`src/rtl/br_table_ctrl_pkg.sv`:
```
// Shared constants and state encoding for the br_table immediate sequencer.
package br_table_ctrl_pkg;
  localparam logic [7:0] OP_BR_TABLE   = 8'h0E;
  localparam int         LEB_MAX_BYTES = 5;

  typedef enum logic [2:0] {
    ST_IDLE,
    ST_COUNT,
    ST_TARGETS,
    ST_DEFAULT,
    ST_DONE,
    ST_ERROR
  } bt_state_e;
endpackage

```
`src/rtl/br_table_ctrl_leb128_u32_dec.sv`:
```
// Streaming unsigned LEB128 decoder: one byte per valid cycle, value is complete when last=1.
module leb128_u32_dec
  import br_table_ctrl_pkg::*;
#(
  parameter int W = 32
) (
  input  logic         clk,
  input  logic         reset,
  input  logic         clr,
  input  logic         byte_valid,
  input  logic [7:0]   data_byte,
  output logic [W-1:0] value,
  output logic         last,
  output logic         overflow
);
  logic [W-1:0] acc;
  logic [2:0]   nb;

  assign value    = acc | (W'(data_byte[6:0]) << (7 * nb));
  assign last     = byte_valid & ~data_byte[7];
  // Final byte may only contribute the top 4 bits of a u32 and must terminate.
  assign overflow = byte_valid & (nb == 3'(LEB_MAX_BYTES - 1)) &
                    (data_byte[7] | (|data_byte[6:4]));

  always_ff @(posedge clk or negedge reset) begin
    if (!reset) begin
      acc <= '0;
      nb  <= '0;
    end else if (clr || last || overflow) begin
      acc <= '0;
      nb  <= '0;
    end else if (byte_valid) begin
      acc <= value;
      nb  <= nb + 3'd1;
    end
  end
endmodule

```
`src/rtl/br_table_ctrl.sv`:
```
// br_table sequencer: streams immediates from code ROM, selects the branch depth for index.
module br_table_ctrl
  import br_table_ctrl_pkg::*;
#(
  parameter int ROM_ADDR = 6,
  parameter int LABEL_W  = 32
) (
  input  logic                clk,
  input  logic                reset,
  input  logic                start,
  input  logic [ROM_ADDR-1:0] pc_in,
  input  logic [31:0]         index,
  output logic [ROM_ADDR-1:0] rom_addr,
  output logic                rom_en,
  input  logic [7:0]          rom_data,
  output logic                busy,
  output logic                done,
  output logic [LABEL_W-1:0]  label,
  output logic [ROM_ADDR-1:0] next_pc,
  output logic                error
);
  bt_state_e            state, state_nxt;
  logic [ROM_ADDR:0]    addr;       // extra MSB flags a read past the top of ROM
  logic                 byte_vld, wrap_q;
  logic [31:0]          idx;
  logic [LABEL_W-1:0]   cnt, tgt, sel;
  logic [LABEL_W-1:0]   dec_value;
  logic                 dec_last, dec_ovf;
  logic                 fetch, dec_vld, fail, field_end, accept;

  assign fetch     = (state == ST_COUNT) || (state == ST_TARGETS) || (state == ST_DEFAULT);
  assign dec_vld   = byte_vld & fetch;
  assign fail      = dec_vld & (wrap_q | dec_ovf);
  assign field_end = dec_last & ~fail;
  assign accept    = (state == ST_IDLE) & start;
  assign rom_addr  = addr[ROM_ADDR-1:0];

  leb128_u32_dec #(.W(LABEL_W)) u_dec (
    .clk       (clk),
    .reset     (reset),
    .clr       (accept),
    .byte_valid(dec_vld),
    .data_byte (rom_data),
    .value     (dec_value),
    .last      (dec_last),
    .overflow  (dec_ovf)
  );

  always_ff @(posedge clk or negedge reset) begin
    if (!reset) state <= ST_IDLE;
    else        state <= state_nxt;
  end

  always_comb begin
    state_nxt = state;
    busy      = fetch;
    rom_en    = fetch;
    done      = (state == ST_DONE);
    error     = (state == ST_ERROR);
    case (state)
      ST_IDLE:    if (start) state_nxt = ST_COUNT;
      ST_COUNT: begin
        if (fail)           state_nxt = ST_ERROR;
        else if (field_end) state_nxt = (dec_value == '0) ? ST_DEFAULT : ST_TARGETS;
      end
      ST_TARGETS: begin
        if (fail)                                          state_nxt = ST_ERROR;
        else if (field_end && (tgt + LABEL_W'(1)) == cnt)  state_nxt = ST_DEFAULT;
      end
      ST_DEFAULT: begin
        if (fail)           state_nxt = ST_ERROR;
        else if (field_end) state_nxt = ST_DONE;
      end
      ST_DONE:    state_nxt = ST_IDLE;
      ST_ERROR:   state_nxt = ST_IDLE;
      default:    state_nxt = ST_IDLE;
    endcase
  end

  // Byte issued at addr in one cycle is decoded the next; wrap_q tracks that byte's overflow bit.
  always_ff @(posedge clk or negedge reset) begin
    if (!reset) begin
      addr     <= '0;
      byte_vld <= 1'b0;
      wrap_q   <= 1'b0;
      idx      <= '0;
      cnt      <= '0;
      tgt      <= '0;
      sel      <= '0;
      label    <= '0;
      next_pc  <= '0;
    end else begin
      byte_vld <= fetch;
      wrap_q   <= fetch & addr[ROM_ADDR];
      if (accept) begin
        idx  <= index;
        addr <= {1'b0, pc_in};
      end else if (fetch) begin
        addr <= addr + 1'b1;
      end
      if (field_end) begin
        case (state)
          ST_COUNT: begin
            cnt <= dec_value;
            tgt <= '0;
          end
          ST_TARGETS: begin
            if (tgt == idx) sel <= dec_value;
            tgt <= tgt + LABEL_W'(1);
          end
          ST_DEFAULT: begin
            label   <= (idx >= cnt) ? dec_value : sel;
            next_pc <= addr[ROM_ADDR-1:0];
          end
          default: ;
        endcase
      end
    end
  end
endmodule

```
`config.mk`:
```
export PLATFORM = sky130hd
export DESIGN_NAME = br_table_ctrl
export DESIGN_NICKNAME = d
export VERILOG_FILES = /design/src/rtl/br_table_ctrl_pkg.sv /design/src/rtl/br_table_ctrl_leb128_u32_dec.sv /design/src/rtl/br_table_ctrl.sv
export SDC_FILE = /design/constraint.sdc
export NUM_CORES = 1
export LEC_CHECK = 0
export CAP_MARGIN = 20
export CELL_PAD_IN_SITES_DETAIL_PLACEMENT = 0
export CELL_PAD_IN_SITES_GLOBAL_PLACEMENT = 1
export CORE_MARGIN = 4
export CORE_UTILIZATION = 30
export DETAILED_ROUTE_END_ITERATION = 12
export PLACE_DENSITY = 0.69
export SLEW_MARGIN = 5
export SYNTH_ARGS = -nofsm -noshare
export SYNTH_HDL_FRONTEND = slang
export SYNTH_SLANG_ARGS = --single-unit
```
`constraint.sdc`:
```
create_clock -name clk -period 5.4 [get_ports clk]
set_input_delay 0.81 -clock clk [delete_from_list [all_inputs] [get_ports clk]]
set_output_delay 0.81 -clock clk [all_outputs]
set_load 0.01 [all_outputs]
```
# After elaboration in Yosys (flattened, before gate mapping)

Index checks and enable logic that the tools add are counted.

Register bits: 213
Input port bits: 49
Output and inout port bits: 48
Word-level logic and storage cells: 76

Add/sub/neg operators: 3
Multiply operators: 1
Magnitude comparators: 1
Equal/unequal tests: 12
Shift-type cells: 1
Mux-type cells: 17
Bitwise operators: 13
Reduce and logical (&&, ||, !) cells: 16

Operators with widths:

| cell                    | number |
|---|---|
| $mux W32                | 3 |
| $eq A32 B32 Y1          | 2 |
| $pmux W32 S2            | 1 |
| $add A32 B1 Y32 const B | 1 |
| $ge A32 B32 Y1          | 1 |
| $logic_not A32 Y1       | 1 |
| $or A32 B32 Y32         | 1 |
| $shl A7 B6 Y32          | 1 |
| $mux W3                 | 9 |
| $mux W7                 | 2 |
| $pmux W3 S4             | 1 |
| $eq A3 B3 Y1 const B    | 3 |
| $and A1 B1 Y1           | 8 |
| $add A7 B1 Y7 const B   | 1 |
| $eq A3 B2 Y1 const B    | 2 |
| $mul A3 B3 Y6 const A   | 1 |
| $ne A3 B3 Y1 const B    | 2 |
| $reduce_and A2 Y1       | 3 |
| $reduce_bool A2 Y1      | 3 |
| $logic_or A1 B1 Y1      | 4 |
| $reduce_and A4 Y1       | 1 |
| $add A3 B1 Y3 const B   | 1 |
| $eq A3 B1 Y1 const B    | 1 |
| $logic_not A3 Y1        | 1 |
| other kinds (8)         | 10 |

# Longest topological paths before layout

Depth after elaboration: 14
Mapped depth: 13
Mapped depth without buffers: 10

# Modules after synthesis

Synthesis repeated with hierarchy kept, for this count alone.

Cells, all modules: 1155
Area, all modules: 11990.2 um2

Modules (own cells, without submodules):

| module         | instances | cells an instance | area each (um2) | seq. area each (um2) |
|---|---|---|---|---|
| br_table_ctrl  | 1         | 979               | 10253.6         | 4454.3 |
| leb128_u32_dec | 1         | 176               | 1736.7          | 875.8 |

# Worst setup path after synthesis

No wires, ideal clock.

Kind: in2reg
Start: input port rom_data[7]
End: register state[0]
Setup time: 88 ps
Arrival time: 2961 ps
Required time: 5312 ps
Path slack: 2350 ps
Cell stages on the path: 8
Path buffers: 0
Path through: or4_1 > a31o_1 > nor3_4 > nand4_1 > or4_1 > nor4_1 > nand4_1 > a41oi_1

Cells in the longest elaborated chain, start to end: 9
Elaborated cells on any way between the ends: 17
Classes of those cells: 3 x eq/ne; 4 x mux; 8 x bitwise; 2 x reduce/logical

Ends and longest elaborated chain:

| what                        | line                               | RTL |
|---|---|---|
| from (decl)                 | br_table_ctrl.sv:15                | `input logic [7:0] rom_data,` |
| $or A1 B1 Y1                | br_table_ctrl_leb128_u32_dec.sv:23 | `(data_byte[7] \| (\|data_byte[6:4]));` |
| $and A1 B1 Y1               | br_table_ctrl_leb128_u32_dec.sv:22 | `assign overflow = byte_valid & (nb == 3'(LEB_MAX_BYTES - 1)) &` |
| $or A1 B1 Y1                | br_table_ctrl.sv:33                | `assign fail = dec_vld & (wrap_q \| dec_ovf);` |
| $and A1 B1 Y1               | br_table_ctrl.sv:33                |  |
| $not A1 Y1                  | br_table_ctrl.sv:34                | `assign field_end = dec_last & ~fail;` |
| $and A1 B1 Y1               | br_table_ctrl.sv:34                |  |
| $logic_and A1 B1 Y1         | br_table_ctrl.sv:68                | `else if (field_end && (tgt + LABEL_W'(1)) == cnt) state_nxt = ST_DEFAULT;` |
| $ne A3 B2 Y1 (no line)      | --                                 |  |
| $reduce_and A4 Y1 (no line) | --                                 |  |
| to (signal assigned)        | br_table_ctrl.sv:51                | `else state <= state_nxt;` |
| to (decl)                   | br_table_ctrl.sv:22                | `bt_state_e state, state_nxt;` |

Several ways; a longest one is shown, not always the timed one.
A chain may end at the register's enable or synchronous reset.

# Worst setup path in the final report

Same ends and word-level chain as after synthesis.

==> impl_metrics.py <==
metrics = {
    "status": {
        "status": "complete, no violations",
    },
    "clock_tree": {
        "clock_latency_ns": 0.56,
        "cts_num_sinks": 213,
        "cts_setup_buffers": 0,
        "path_clk_slew_ns": 0.07,
        "cts_tree": "built",
        "cts-root-buf": "clkbuf_16",
        "h-tree-depth": 1,
        "cts_made_buffers": 26,
        "holdBufCountCts": 0,
        "postCtsResizedCells": 0,
        "cts_buffer_depth": 3,
    },
    "detailed_routing": {
        "first_pass_iters": 6,
        "avgRoutedWirePerCell_um": 20.7,
        "wl_um": 39800,
        "num_vias": 10243,
        "vias_per_cell": 5.33,
        "postRouteAntennaNets": 0,
        "drtIter0Drc": 849,
        "drc": 0,
    },
    "placement": {
        "pre_cts_ws_ns": 0.923,
        "gp_routability_congestion": 0.903,
        "io_buffers": 96,
        "dp_hpwl_um": 28400,
        "dpl.cell_count": 1876,
    },
    "global_route": {
        "grt_pass1_wl_um": 61700,
        "grt_max_degree": 110,
        "antenna_found_initial": 0,
        "overflow": 0,
        "grt_pass1_vias": 9945,
        "grtUsageTotal_pct": 17.9,
    },
    "synth": {
        "async_reset_ff_share_pct": 100,
        "syn-cell-area_um2": 12000,
        "seq_area_frac_synth_pct": 44.4,
        "synth-seq-cells": 213,
        "syn_area_per_cell_um2": 8.99,
        "synthTopCellsByArea": "dfrtp_1 (44%), a21oi_1 (4.8%), nand2_1 (4.2%)",
        "synthDistinctLibCells": 58,
        "synth_ff_type": "dfrtp_1",
        "synth_top_cell_by_area": "dfrtp_1",
        "syn_nets": 1422,
        "synth-edff-count": 0,
        "yosysWarnings": 0,
        "synthCells": 1337,
        "yosysTopAreaCellShare_pct": 44.4,
    },
    "setup_path": {
        "worstSetupEndpointType": "flip-flop",
        "reg2reg_depth": 8,
        "cp-start-kind": "input pin",
        "required_ns": 5.87,
        "timing.rr.end": "state[0]",
        "cp_slowest_cell": "or4_1",
        "cp_num_buf_inv": 1,
        "path_delay_family": "simple AND/OR/NAND/NOR gates",
        "r2r_slack_ns": 1.58,
        "arrival_ns": 4.46,
        "cp_slowest_stage_delay_ns": 0.65,
        "cp_max_fo": 15,
        "path_class": "input pin to flip-flop",
        "r2r-start": "state[0]",
        "crit_chain": "clkdlybuf4s50_1 -> or4_1 -> a31o_1 -> nor3_4 -> nand4_1 -> or4_1 -> nor4_1 -> nand4_1 -> a41oi_1",
    },
    "timing": {
        "skew_ns": 0.0143,
        "setup_tns_ns": 0,
        "max_freq_ghz": 0.251,
        "tightest_slew_ns": 1.04,
        "fin_crit_sh_pct": 73.9,
        "maxSlewHeadroom_pct": 30.4,
        "finalCriticalPeriod_ns": 3.99,
        "finalSetupViolCount": 0,
        "slew_violations": 0,
        "rsz0062_at_grt": "false",
        "fin_ws_ns": 1.41,
        "hold_violations": 0,
    },
    "floorplanning": {
        "core_um2": 39600,
        "initial_core_util_pct": 30.3,
        "die_w_um": 208,
        "die_area_um2": 43300,
        "io_pins": 97,
        "rows": 73,
        "die_h_um": 208,
    },
    "cells_and_area": {
        "layout_common_cells": "dfrtp_1 (213), nand2_1 (135), a21oi_1 (115)",
        "layout_commonest_cell": "dfrtp_1",
        "antenna_cells": 0,
        "areaGrowthSynthToFinish_pct": 19.1,
        "stdcell_count": 1922,
        "drive_above_1_share_pct": 8.09,
        "fin_nets": 1464,
    },
    "pwr": {
        "power.leakage_nw": 6.25,
        "power.density_nw_per_um2": 542,
        "ir_worst_vdd_v": 0.000227,
    },
    "hold_path": {
        "hold_path.class": "input pin to async pin",
    },
    "job": {
        "maxCapViolCount": 0,
    },
}
-- flip-flops by register name, indices dropped and copies added, names as in the netlist, 3 cells and up --
signal     cells
next_pc        6
idx           32
tgt           32
label         32
addr           7
cnt           32
u_dec.acc     32
state          3
u_dec.nb       3
sel           32
-- cells by family after synthesis --
family | Yosys count | share of synthesized area (%)
flip-flops | 213 | 44.4
multiplexers | 35 | 3.27
AO/OA/AOI/OAI | 335 | 17.3
adder cells (fa/ha/maj) | 36 | 3.75
AND/OR/NAND/NOR | 486 | 20.0
XOR/XNOR | 87 | 6.34
buffers and inverters | 145 | 4.94
-- metrics by stage --
step	hold slack [ns]	total power (W)	util (%)	cell area [µm²]
after global placement	0.467	0.00590	33.8	13400
after global routing	0.366	0.00829	36.1	14300
after detailed placement	0.472	0.00595	33.9	13400
final	0.329	0.00775	36.1	14300
after CTS	0.354	0.00781	36.1	14300
after floorplan	0.463	0.00462	-	12000
-- where the power goes --
group	switching, W	internal, W
logic	0.00199	0.00135
registers	0.000542	0.00204
clock network	0.000733	0.00109
-- worst reg2reg max path, cell delays in order, from the launching register on --
cell and delay (ns):
dfrtp_1 0.78, o21ba_2 0.42, nand2_1 0.37, nor3_4 0.61, nand4_1 0.18, or4_1 0.58, nor4_1 0.33, nand4_1 0.22
a41oi_1 0.26
-- Yosys cell counts (36+ instances only) --
| cell | number |
|---|---|
| dfrtp_1 | 213 |
| nand2_1 | 135 |
| a21oi_1 | 115 |
| nor2_1 | 102 |
| o21ai_0 | 96 |
| clkbuf_1 | 68 |
| nand3_1 | 56 |
| nand4_1 | 55 |
| xor2_1 | 50 |
| inv_1 | 44 |
| a21o_1 | 38 |
| xnor2_1 | 37 |
| ha_1 | 36 |
-- worst max-delay path by stage --
stage                 from  endpoint  slack [ns]  depth (start not counted)
6_report       rom_data[7]  state[0]        1.41                          9
5_1_grt        rom_data[4]  state[0]        1.31                          9
4_1_cts        rom_data[7]  state[0]        1.50                          9
3_5_place_dp   rom_data[7]  state[0]        0.92                          9
3_3_place_gp   rom_data[7]  state[0]        0.92                          9
2_1_floorplan  rom_data[7]  state[0]        2.35                          8
-- layer usage --
layer,GRT usage [%],wire [µm],vias up
met5,0,0,-
met4,3.90,940,0
met3,3.03,2440,62
met2,28.5,18400,316
met1,25.6,18000,5028
li1,-,-,4837
-- final cells by class --
| class | instances | area (µm²) |
|---|---|---|
| clock inverters | 12 | 178 |
| clock buffers | 34 | 691 |
| flip-flops and latches | 213 | 5330 |
| fillers | 4089 | 25300 |
| inverters | 44 | 165 |
| well taps | 525 | 657 |
| multi-input cells | 979 | 6130 |
| repair buffers | 115 | 1150 |
No activity file was read; power rests on OpenSTA's default activity.
